## config.mk

```make
export PLATFORM = sky130hd
export DESIGN_NAME = prog_ctr_ras
export DESIGN_NICKNAME = d
export VERILOG_FILES = /design/src/rtl/prog_ctr_ras.sv
export SDC_FILE = /design/constraint.sdc
export NUM_CORES = 1
export LEC_CHECK = 0
export CAP_MARGIN = 30
export CORE_MARGIN = 4
export CORE_UTILIZATION = 55
export CTS_BUF_LIST = sky130_fd_sc_hd__clkbuf_2
export CTS_CLUSTER_SIZE = 10
export DETAILED_ROUTE_END_ITERATION = 8
export PLACE_DENSITY = 0.88
export REMOVE_ABC_BUFFERS = 1
export SKIP_CTS_REPAIR_TIMING = 1
export SYNTH_ARGS = -nofsm -noshare
export SYNTH_HDL_FRONTEND = slang
export SYNTH_SLANG_ARGS = --single-unit
```

## constraint.sdc

```tcl
create_clock -name Clk -period 5.9 [get_ports Clk]
set_input_delay 1.475 -clock Clk [delete_from_list [all_inputs] [get_ports Clk]]
set_output_delay 1.475 -clock Clk [all_outputs]
set_load 0.05 [all_outputs]
```

## src/rtl/prog_ctr_ras.sv

```systemverilog
// Program counter / fetch sequencer with branch conditions and an optional return-address stack.
// Latency: 1 cycle; an op presented in cycle n is visible on ProgCtr after that posedge.
// Backpressure: Start or Stall hold all state; there is no handshake.
// Optional feature macro: PC_RAS_EN (CALL/RET use the stack; undefined -> CALL=JMP, RET=INC).
module prog_ctr_ras #(
  parameter int PC_W      = 10,
  parameter int RAS_DEPTH = 4,
  parameter int RESET_PC  = 0
) (
  input  logic                           Clk,
  input  logic                           Reset,
  input  logic                           Start,
  input  logic                           Stall,
  input  logic [2:0]                     BrOp,
  input  logic [1:0]                     AluFlag,
  input  logic [PC_W-1:0]                Target,
  output logic [PC_W-1:0]                ProgCtr,
  output logic [$clog2(RAS_DEPTH+1)-1:0] RasDepth,
  output logic                           RasErr
);

  localparam int DW = $clog2(RAS_DEPTH+1);

  logic [PC_W-1:0] pc_inc;
  logic [PC_W-1:0] pc_rel;
  logic [PC_W-1:0] pc_nxt;
  logic            flag_z;
  logic            flag_n;

  assign pc_inc = ProgCtr + 1'b1;
  assign pc_rel = ProgCtr + Target;
  assign flag_z = AluFlag[1];
  assign flag_n = AluFlag[0];

`ifdef PC_RAS_EN
  localparam int PW = $clog2(RAS_DEPTH);

  logic [PC_W-1:0] ras_mem [RAS_DEPTH];
  logic [PW-1:0]   wr_ptr;
  logic [PW-1:0]   rd_ptr;
  logic            ras_push;
  logic            ras_pop;
  logic            ras_under;
  logic            ras_full;

  // Pointer arithmetic that wraps at RAS_DEPTH, so non-power-of-two depths work.
  function automatic logic [PW-1:0] ptr_inc(input logic [PW-1:0] p);
    return (p == PW'(RAS_DEPTH-1)) ? '0 : p + 1'b1;
  endfunction

  function automatic logic [PW-1:0] ptr_dec(input logic [PW-1:0] p);
    return (p == '0) ? PW'(RAS_DEPTH-1) : p - 1'b1;
  endfunction

  assign rd_ptr   = ptr_dec(wr_ptr);
  assign ras_full = (RasDepth == DW'(RAS_DEPTH));
`endif

  // Next-PC selection and stack push/pop requests from the flow opcode.
  always_comb begin
    pc_nxt = pc_inc;
`ifdef PC_RAS_EN
    ras_push  = 1'b0;
    ras_pop   = 1'b0;
    ras_under = 1'b0;
`endif
    case (BrOp)
      3'b000: pc_nxt = pc_inc;
      3'b001: pc_nxt = Target;
      3'b010: pc_nxt = !flag_z            ? pc_rel : pc_inc;
      3'b011: pc_nxt = flag_n             ? pc_rel : pc_inc;
      3'b100: pc_nxt = (!flag_z && !flag_n) ? pc_rel : pc_inc;
      3'b101: pc_nxt = flag_z             ? pc_rel : pc_inc;
`ifdef PC_RAS_EN
      3'b110: begin
        pc_nxt   = Target;
        ras_push = 1'b1;
      end
      default: begin
        if (RasDepth != '0) begin
          pc_nxt  = ras_mem[rd_ptr];
          ras_pop = 1'b1;
        end else begin
          pc_nxt    = pc_inc;
          ras_under = 1'b1;
        end
      end
`else
      3'b110:  pc_nxt = Target;
      default: pc_nxt = pc_inc;
`endif
    endcase
  end

  // PC register: Reset beats Start beats Stall beats the opcode.
  always_ff @(posedge Clk) begin
    if (Reset)
      ProgCtr <= PC_W'(RESET_PC);
    else if (!Start && !Stall)
      ProgCtr <= pc_nxt;
  end

`ifdef PC_RAS_EN
  // Stack pointer, depth and sticky error; a full push overwrites the oldest slot.
  always_ff @(posedge Clk) begin
    if (Reset) begin
      wr_ptr   <= '0;
      RasDepth <= '0;
      RasErr   <= 1'b0;
    end else if (Start) begin
      RasErr <= 1'b0;
    end else if (!Stall) begin
      if (ras_push) begin
        wr_ptr <= ptr_inc(wr_ptr);
        if (ras_full)
          RasErr <= 1'b1;
        else
          RasDepth <= RasDepth + 1'b1;
      end else if (ras_pop) begin
        wr_ptr   <= rd_ptr;
        RasDepth <= RasDepth - 1'b1;
      end else if (ras_under) begin
        RasErr <= 1'b1;
      end
    end
  end

  // Return-address storage; contents need no reset since depth gates every read.
  always_ff @(posedge Clk) begin
    if (!Reset && !Start && !Stall && ras_push)
      ras_mem[wr_ptr] <= pc_inc;
  end
`else
  assign RasDepth = '0;
  assign RasErr   = 1'b0;
`endif

endmodule

```

==> impl_metrics.json, run 1 <==
{
  "total_number_of_cells_along_the_worst_setup_path": 8,
  "power.static_leakage_nw": 0.6418,
  "yosys.cell_types.count": 49,
  "die_h_um": 56.38,
  "rsz_0062_raised_after_global_routing": "no",
  "port-buffer-count": 28,
  "clk_pin_slew_worst_paths_ns": 0.12,
  "finish.instance_area_um2": 1587,
  "first_pass_grt_wire_length_um": 6099,
  "cp-endpoint": "ProgCtr[8]",
  "timing.clock.skew_ns": 0.004557,
  "top_level_ports": 33,
  "critical-path-top-delay-family": "compound AO/OA/AOI/OAI gates",
  "dr.pass1.iters": 4,
  "finalSetupViolations": 0,
  "synth-main-ff-cell": "sky130_fd_sc_hd__dfxtp_1",
  "fp.coreArea_um2": 2212,
  "drt_wl_total_um": 3752,
  "worst-endpoint-arrival_ns": 3.63,
  "synth_seq_area_share": 0.1555,
  "cts_root_buffer": "sky130_fd_sc_hd__clkbuf_2",
  "flop2flop_setup_slack_ns": 3.73,
  "outcome": "finished, final reports clean",
  "timing.critical_path.slowest_cell_delay_ns": 0.48,
  "multi_input_comb_area_um2": 1026,
  "critical_path.n_buffers_inverters": 1,
  "num_antenna_cells": 0,
  "synthCells": 174,
  "critPathLaunchType": "input port",
  "drtAntennaViolNets": 0,
  "layout-area-overhead-vs-synth_pct": 23.23,
  "synth_enable_flop_cells": 0,
  "drt_drc_violations_left": 0,
  "worst-path-max-fanout": 5,
  "largest_reg_flops": 10,
  "grt_max_degree": 16,
  "setup-tns-final_ns": 0,
  "final_layout_size_suffix_gt1_frac": 0.03500,
  "floorplan.die.width_um": 56.38,
  "synth_warn": 0,
  "start_util": 0.5820,
  "place_congestion": 0.9336,
  "synth_area_um2": 1287,
  "wl_per_cell_um": 16.46,
  "cts_max_level": 1,
  "post_drt_via_cell_ratio": 6.579,
  "worstReg2RegEnd": "ProgCtr[8]",
  "placement.cell_area_um2": 1568,
  "fp-row-count": 17,
  "endpoint_kind": "register",
  "first_global_vias": 1393,
  "maxCapViolations": 0,
  "antenna_found_initial": 0,
  "slew_headroom": 0.4260,
  "grt_util_all_layers": 0.2422,
  "rr_startpoint": "ProgCtr[0]",
  "die_area_um2": 3179,
  "numCtsBuffers": 3,
  "clock_latency_on_the_worst_skew_pair_ns": 0.29,
  "largest-register": "ProgCtr",
  "clock_sinks": 10,
  "timing.final.crit_share": 0.5869,
  "filler_cell_count": 201,
  "route.vias.total": 1500,
  "cts_tree": "done",
  "power_density_nw_per_um2": 152.4,
  "cp_slowest_cell": "sky130_fd_sc_hd__clkdlybuf4s50_1",
  "hpwlAfterDp_um": 2777,
  "critPathLaunch": "Target[0]",
  "share_of_synthesized_flip_flops_with_an_asynchronous_set_or_reset": 0,
  "ir_drop_worst_case_vdd_mv": 0.1804,
  "maxClockFrequency_mhz": 288.8,
  "worst-endpoint-required_ns": 6.07,
  "final_nets": 231,
  "ys_seq_elements": 10,
  "clk_path_buf_depth": 2,
  "post-route-util": 0.7172,
  "worst_pin_slew_ns": 0.8578,
  "final.min_clock_period_ns": 3.463,
  "min_from": "ProgCtr[2]",
  "reg_top3": "ProgCtr x10",
  "drt_iter0_markers": 71,
  "r2r.worst_path.cells": 7,
  "ff_latch_area_um2": 200.2,
  "overflow": 0,
  "crit_path_cell_trace": "clkdlybuf4s50_1, ha_1, fa_1, a211oi_1, nor3b_1, a221oi_1, mux2i_1, o31ai_1",
  "hold_path_class": "register to register",
  "timing_max_transition_violations_final": 0,
  "timing.final.hold_violations": 0,
  "synth_area_per_cell_um2": 7.399,
  "critPathKind": "input port to register"
}
[power by group]
| group | internal, mW | switching [mW] | total, mW |
|---|---|---|---|
| clock network | 0.0147 | 0.0307 | 0.0453 |
| logic | 0.0472 | 0.0697 | 0.117 |
| registers | 0.0719 | 0.00767 | 0.0796 |
[cell type report]
cell class | count | area share
multi-input cells | 152 | 0.6467
repair buffers | 29 | 0.1814
flip-flops and latches | 10 | 0.1262
well taps | 28 | 0.02208
inverters | 5 | 0.01183
clock buffers | 3 | 0.009464
clock inverters | 1 | 0.002366
[stage by stage]
| step | setup WS, ns | hold WS [ns] | power (mW) | std cells |
|---|---|---|---|---|
| 6_report | 2.437 | 0.5923 | 0.2418 | 228 |
| 5_1_grt | 2.271 | 0.6505 | 0.2583 | 228 |
| 4_1_cts | 2.434 | 0.5889 | 0.2415 | 228 |
| 3_5_place_dp | 2.121 | 0.5651 | 0.1956 | 224 |
| 3_3_place_gp | 2.147 | 0.5506 | 0.1929 | 224 |
| 2_1_floorplan | 2.784 | 0.7337 | 0.1550 | 167 |
[metal layers]
metal  global-route usage  wire, µm  up-vias
li1                     -         -      719
met1               0.2938      1546      697
met2               0.4007      1776       79
met3              0.04598       364        5
met4               0.1288        65        0
met5                    0         0        -
[worst min-delay path: cells and delay by family, from the launching register on]
kind | cells | cell delay [ns]
simple gates | 2 | 0.17
flops | 1 | 0.39
[layout by cell type (no fill, tap or decap), types with 3 or more instances in the layout]
| cell type | synthesis | layout |
|---|---|---|
| sky130_fd_sc_hd__clkdlybuf4s50_1 | 0 | 28 |
| sky130_fd_sc_hd__nor2_1 | 18 | 18 |
| sky130_fd_sc_hd__nand2_1 | 15 | 15 |
| sky130_fd_sc_hd__dfxtp_1 | 10 | 10 |
| sky130_fd_sc_hd__ha_1 | 10 | 10 |
| sky130_fd_sc_hd__a21oi_1 | 9 | 9 |
| sky130_fd_sc_hd__o21ai_0 | 8 | 8 |
| sky130_fd_sc_hd__xor2_1 | 6 | 6 |
| sky130_fd_sc_hd__nand2b_1 | 5 | 5 |
| sky130_fd_sc_hd__nand3_1 | 5 | 5 |
| sky130_fd_sc_hd__inv_1 | 5 | 5 |
| sky130_fd_sc_hd__a21o_1 | 5 | 5 |
| sky130_fd_sc_hd__a211oi_1 | 5 | 5 |
| sky130_fd_sc_hd__a221oi_1 | 5 | 5 |
| sky130_fd_sc_hd__o21bai_1 | 4 | 4 |
| sky130_fd_sc_hd__a2111oi_0 | 4 | 4 |
| sky130_fd_sc_hd__conb_1 | 1 | 4 |
| sky130_fd_sc_hd__o221ai_1 | 3 | 3 |
| sky130_fd_sc_hd__a211o_1 | 3 | 3 |
| sky130_fd_sc_hd__a31oi_1 | 3 | 3 |
| sky130_fd_sc_hd__nor3_1 | 3 | 3 |
| sky130_fd_sc_hd__clkbuf_2 | 0 | 3 |
[cell families (layout without fill, tap and decap cells)]
family,count (synthesis),in the layout,synth area share
compound gates,63,63,0.3567
xor+xnor,8,8,0.05442
fa+ha+maj,11,11,0.1127
buf+inv,15,38,0.05637
flops,10,10,0.1555
mux,2,2,0.01652
other cells,1,4,0.002913
simple gates,64,64,0.2449
[cell usage after synthesis, types with 3 or more instances]
cell                        number  area (µm²)
sky130_fd_sc_hd__nand2_1        15       56.30
sky130_fd_sc_hd__o21ai_0         8       40.04
sky130_fd_sc_hd__a2111oi_0       4       35.03
sky130_fd_sc_hd__ha_1           10       125.1
sky130_fd_sc_hd__buf_4           4       30.03
sky130_fd_sc_hd__o221ai_1        3       26.28
sky130_fd_sc_hd__clkbuf_1        5       18.77
sky130_fd_sc_hd__nor2_1         18       67.56
sky130_fd_sc_hd__inv_1           5       18.77
sky130_fd_sc_hd__a211oi_1        5       37.54
sky130_fd_sc_hd__dfxtp_1        10       200.2
sky130_fd_sc_hd__a31oi_1         3       18.77
sky130_fd_sc_hd__a211o_1         3       26.28
sky130_fd_sc_hd__xor2_1          6       52.55
sky130_fd_sc_hd__nand3_1         5       25.02
sky130_fd_sc_hd__a221oi_1        5       43.79
sky130_fd_sc_hd__a21o_1          5       37.54
sky130_fd_sc_hd__nor3_1          3       15.01
sky130_fd_sc_hd__a21oi_1         9       45.04
sky130_fd_sc_hd__nand2b_1        5       31.28
sky130_fd_sc_hd__o21bai_1        4       30.03
[worst min-delay path by stage]
stage | cells after the start | slack [ns] | endpoint
3_5_place_dp | 2 | 0.57 | ProgCtr[4]
6_report | 2 | 0.59 | ProgCtr[2]
4_1_cts | 2 | 0.59 | ProgCtr[4]
5_1_grt | 2 | 0.65 | ProgCtr[4]
2_1_floorplan | 2 | 0.73 | ProgCtr[1]
3_3_place_gp | 2 | 0.55 | ProgCtr[4]
No activity file was read; power rests on OpenSTA's default activity.
==> run 2: changes to the inputs <==
--- a/config.mk
+++ b/config.mk
@@ -6,12 +6,13 @@
 export NUM_CORES = 1
 export LEC_CHECK = 0
 export CAP_MARGIN = 30
+export CORE_ASPECT_RATIO = 0.5
 export CORE_MARGIN = 4
-export CORE_UTILIZATION = 55
+export CORE_UTILIZATION = 46
 export CTS_BUF_LIST = sky130_fd_sc_hd__clkbuf_2
 export CTS_CLUSTER_SIZE = 10
 export DETAILED_ROUTE_END_ITERATION = 8
-export PLACE_DENSITY = 0.88
+export PLACE_DENSITY = 0.79
 export REMOVE_ABC_BUFFERS = 1
 export SKIP_CTS_REPAIR_TIMING = 1
 export SYNTH_ARGS = -nofsm -noshare
==> constraint.sdc (replaced) <==
create_clock -name Clk -period 2.8 [get_ports Clk]
set_input_delay 0.7 -clock Clk [delete_from_list [all_inputs] [get_ports Clk]]
set_output_delay 0.7 -clock Clk [all_outputs]
set_load 0.05 [all_outputs]
==> impl_metrics.json, run 2 (synthesis results as in run 1) <==
{
  "comb_power_share": 0.504,
  "place_congestion": 0.8276,
  "ir_drop_worst_case_vdd_mv": 0.1499,
  "drt_drc_violations_left": 0,
  "reg_top3": "ProgCtr x10",
  "final.min_clock_period_ns": 2.626,
  "power.clock.fraction": 0.173,
  "p_seq_frac": 0.324,
  "p_int_uw": 293.3,
  "dr.pass1.iters": 5,
  "drtAntennaViolNets": 0,
  "clk_pin_slew_worst_paths_ns": 0.12,
  "maxCapViolations": 0,
  "worst-path-max-fanout": 2,
  "layout.cells.most_common_list": "sky130_fd_sc_hd__clkdlybuf4s50_1, sky130_fd_sc_hd__nor2_1, sky130_fd_sc_hd__nand2_1",
  "hold_path_class": "register to register",
  "crit_path_cell_trace": "clkdlybuf4s50_1, ha_1, fa_1, a211oi_2, nor3b_1, a221oi_1, mux2i_1, o31ai_1",
  "overflow": 0,
  "endpoint_kind": "register",
  "drt_iter0_markers": 84,
  "cts_max_level": 1,
  "worst-endpoint-arrival_ns": 2.79,
  "fp.coreArea_um2": 2635,
  "clk_path_buf_depth": 2,
  "floorplan.die.width_um": 82.82,
  "drt_wl_total_um": 3680,
  "grt_max_degree": 13,
  "finalWorstSetupSlack_ns": 0.1742,
  "timing.final.hold_violations": 0,
  "outcome": "finished, final reports clean",
  "top_level_ports": 33,
  "final_nets": 242,
  "timing_max_transition_violations_final": 0,
  "net-switching-power_uw": 224.0,
  "numCtsBuffers": 3,
  "port-buffer-count": 28,
  "first_global_vias": 1343,
  "route.vias.total": 1462,
  "cts_tree": "done",
  "total_number_of_cells_along_the_worst_setup_path": 8,
  "grt_util_all_layers": 0.2045,
  "critical_path.n_buffers_inverters": 1,
  "first_pass_grt_wire_length_um": 6216,
  "die_area_um2": 3761,
  "clock_sinks": 10,
  "critical-path-top-delay-family": "compound AO/OA/AOI/OAI gates",
  "wl_per_cell_um": 14.90,
  "die_h_um": 45.41,
  "mostFrequentLayoutCell": "sky130_fd_sc_hd__clkdlybuf4s50_1",
  "cts_root_buffer": "sky130_fd_sc_hd__clkbuf_2",
  "layout-area-overhead-vs-synth_pct": 30.61,
  "power_density_nw_per_um2": 307.6,
  "detailedPlace.worstSlack_ns": -0.1950,
  "largest-register": "ProgCtr",
  "start_util": 0.4886,
  "clock_latency_on_the_worst_skew_pair_ns": 0.27,
  "largest_reg_flops": 10,
  "maxClockFrequency_mhz": 380.8,
  "timing.final.crit_share": 0.9378,
  "filler_cell_count": 230,
  "critPathLaunchType": "input port",
  "fp-row-count": 13,
  "switching_part_of_the_total_power": 0.4329,
  "finalHoldWorstSlack_ns": 0.5847,
  "critPathKind": "input port to register",
  "hpwlAfterDp_um": 2930,
  "slew_headroom": 0.6595,
  "cp_slowest_cell": "sky130_fd_sc_hd__clkdlybuf4s50_1",
  "worst-endpoint-required_ns": 2.96,
  "hold_path_depth": 2,
  "power.static_leakage_nw": 0.6942,
  "num_antenna_cells": 0,
  "timing.clock.skew_ns": 0.003555,
  "r2r.worst_path.cells": 7,
  "post_drt_via_cell_ratio": 5.919,
  "finalSetupViolations": 0,
  "timing.critical_path.slowest_cell_delay_ns": 0.43,
  "rsz_0062_raised_after_global_routing": "no",
  "antenna_found_initial": 0,
  "worst_pin_slew_ns": 0.5091,
  "final_layout_size_suffix_gt1_frac": 0.09048
}
[run 2: cell types whose count changed in the layout (fill, tap and decap cells not counted), sizes merged]
| cell | delta |
|---|---|
| clkinv | -1 |
| buf | +11 |
[run 2: layout make-up]
cell class | count | area [µm²] | area share
Tap cell | 37 | 46.29 | 0.02753
Inverter | 5 | 18.77 | 0.01116
Timing Repair Buffer | 40 | 370.4 | 0.2202
Multi-Input combinational cell | 152 | 1031 | 0.6131
Clock buffer | 3 | 15.01 | 0.008929
Sequential cell | 10 | 200.2 | 0.1190
[run 2: worst register-to-register path: cells and delay by family (launching register included)]
| kind | cells | cell delay, ns |
|---|---|---|
| AND/OR/NAND/NOR | 1 | 0.12 |
| flip-flops | 1 | 0.40 |
| adder cells (fa/ha/maj) | 2 | 0.65 |
| multiplexers | 1 | 0.23 |
| AO/OA/AOI/OAI | 3 | 0.66 |
[run 2: power by group through the flow]
stage | registers (mW) | clock network, mW | logic [mW]
floorplan | 0.199 | 0 | 0.127
global placement | 0.170 | 0 | 0.252
detailed placement | 0.171 | 0 | 0.257
CTS | 0.167 | 0.0889 | 0.258
global route | 0.170 | 0.0914 | 0.284
finish | 0.167 | 0.0892 | 0.261
[run 2: through the flow]
step	setup TNS (ns)	std cells	total power [mW]	cell area (µm²)	utilization
floorplan	0	167	0.3267	1245	-
global placement	-0.1479	244	0.4226	1662	0.6306
detailed placement	-0.2581	244	0.4274	1662	0.6306
CTS	0	247	0.5145	1677	0.6363
global route	0	247	0.5454	1682	0.6382
finish	0	247	0.5173	1682	0.6382
[run 2: path summary, 6_finish.rpt]
path / slack [ns] / start / to
max reg2reg: 0.64 / ProgCtr[0] / ProgCtr[8]
max: 0.17 / Target[0] / ProgCtr[8]
min: 0.58 / ProgCtr[2] / ProgCtr[2]
min reg2reg: 0.58 / ProgCtr[2] / ProgCtr[2]
[run 2: routing by layer]
metal  global-route usage  routed length [µm]
met1               0.2839                1715
met5                    0                   0
met3              0.03610                 310
met4              0.03257                  38
met2               0.3455                1615
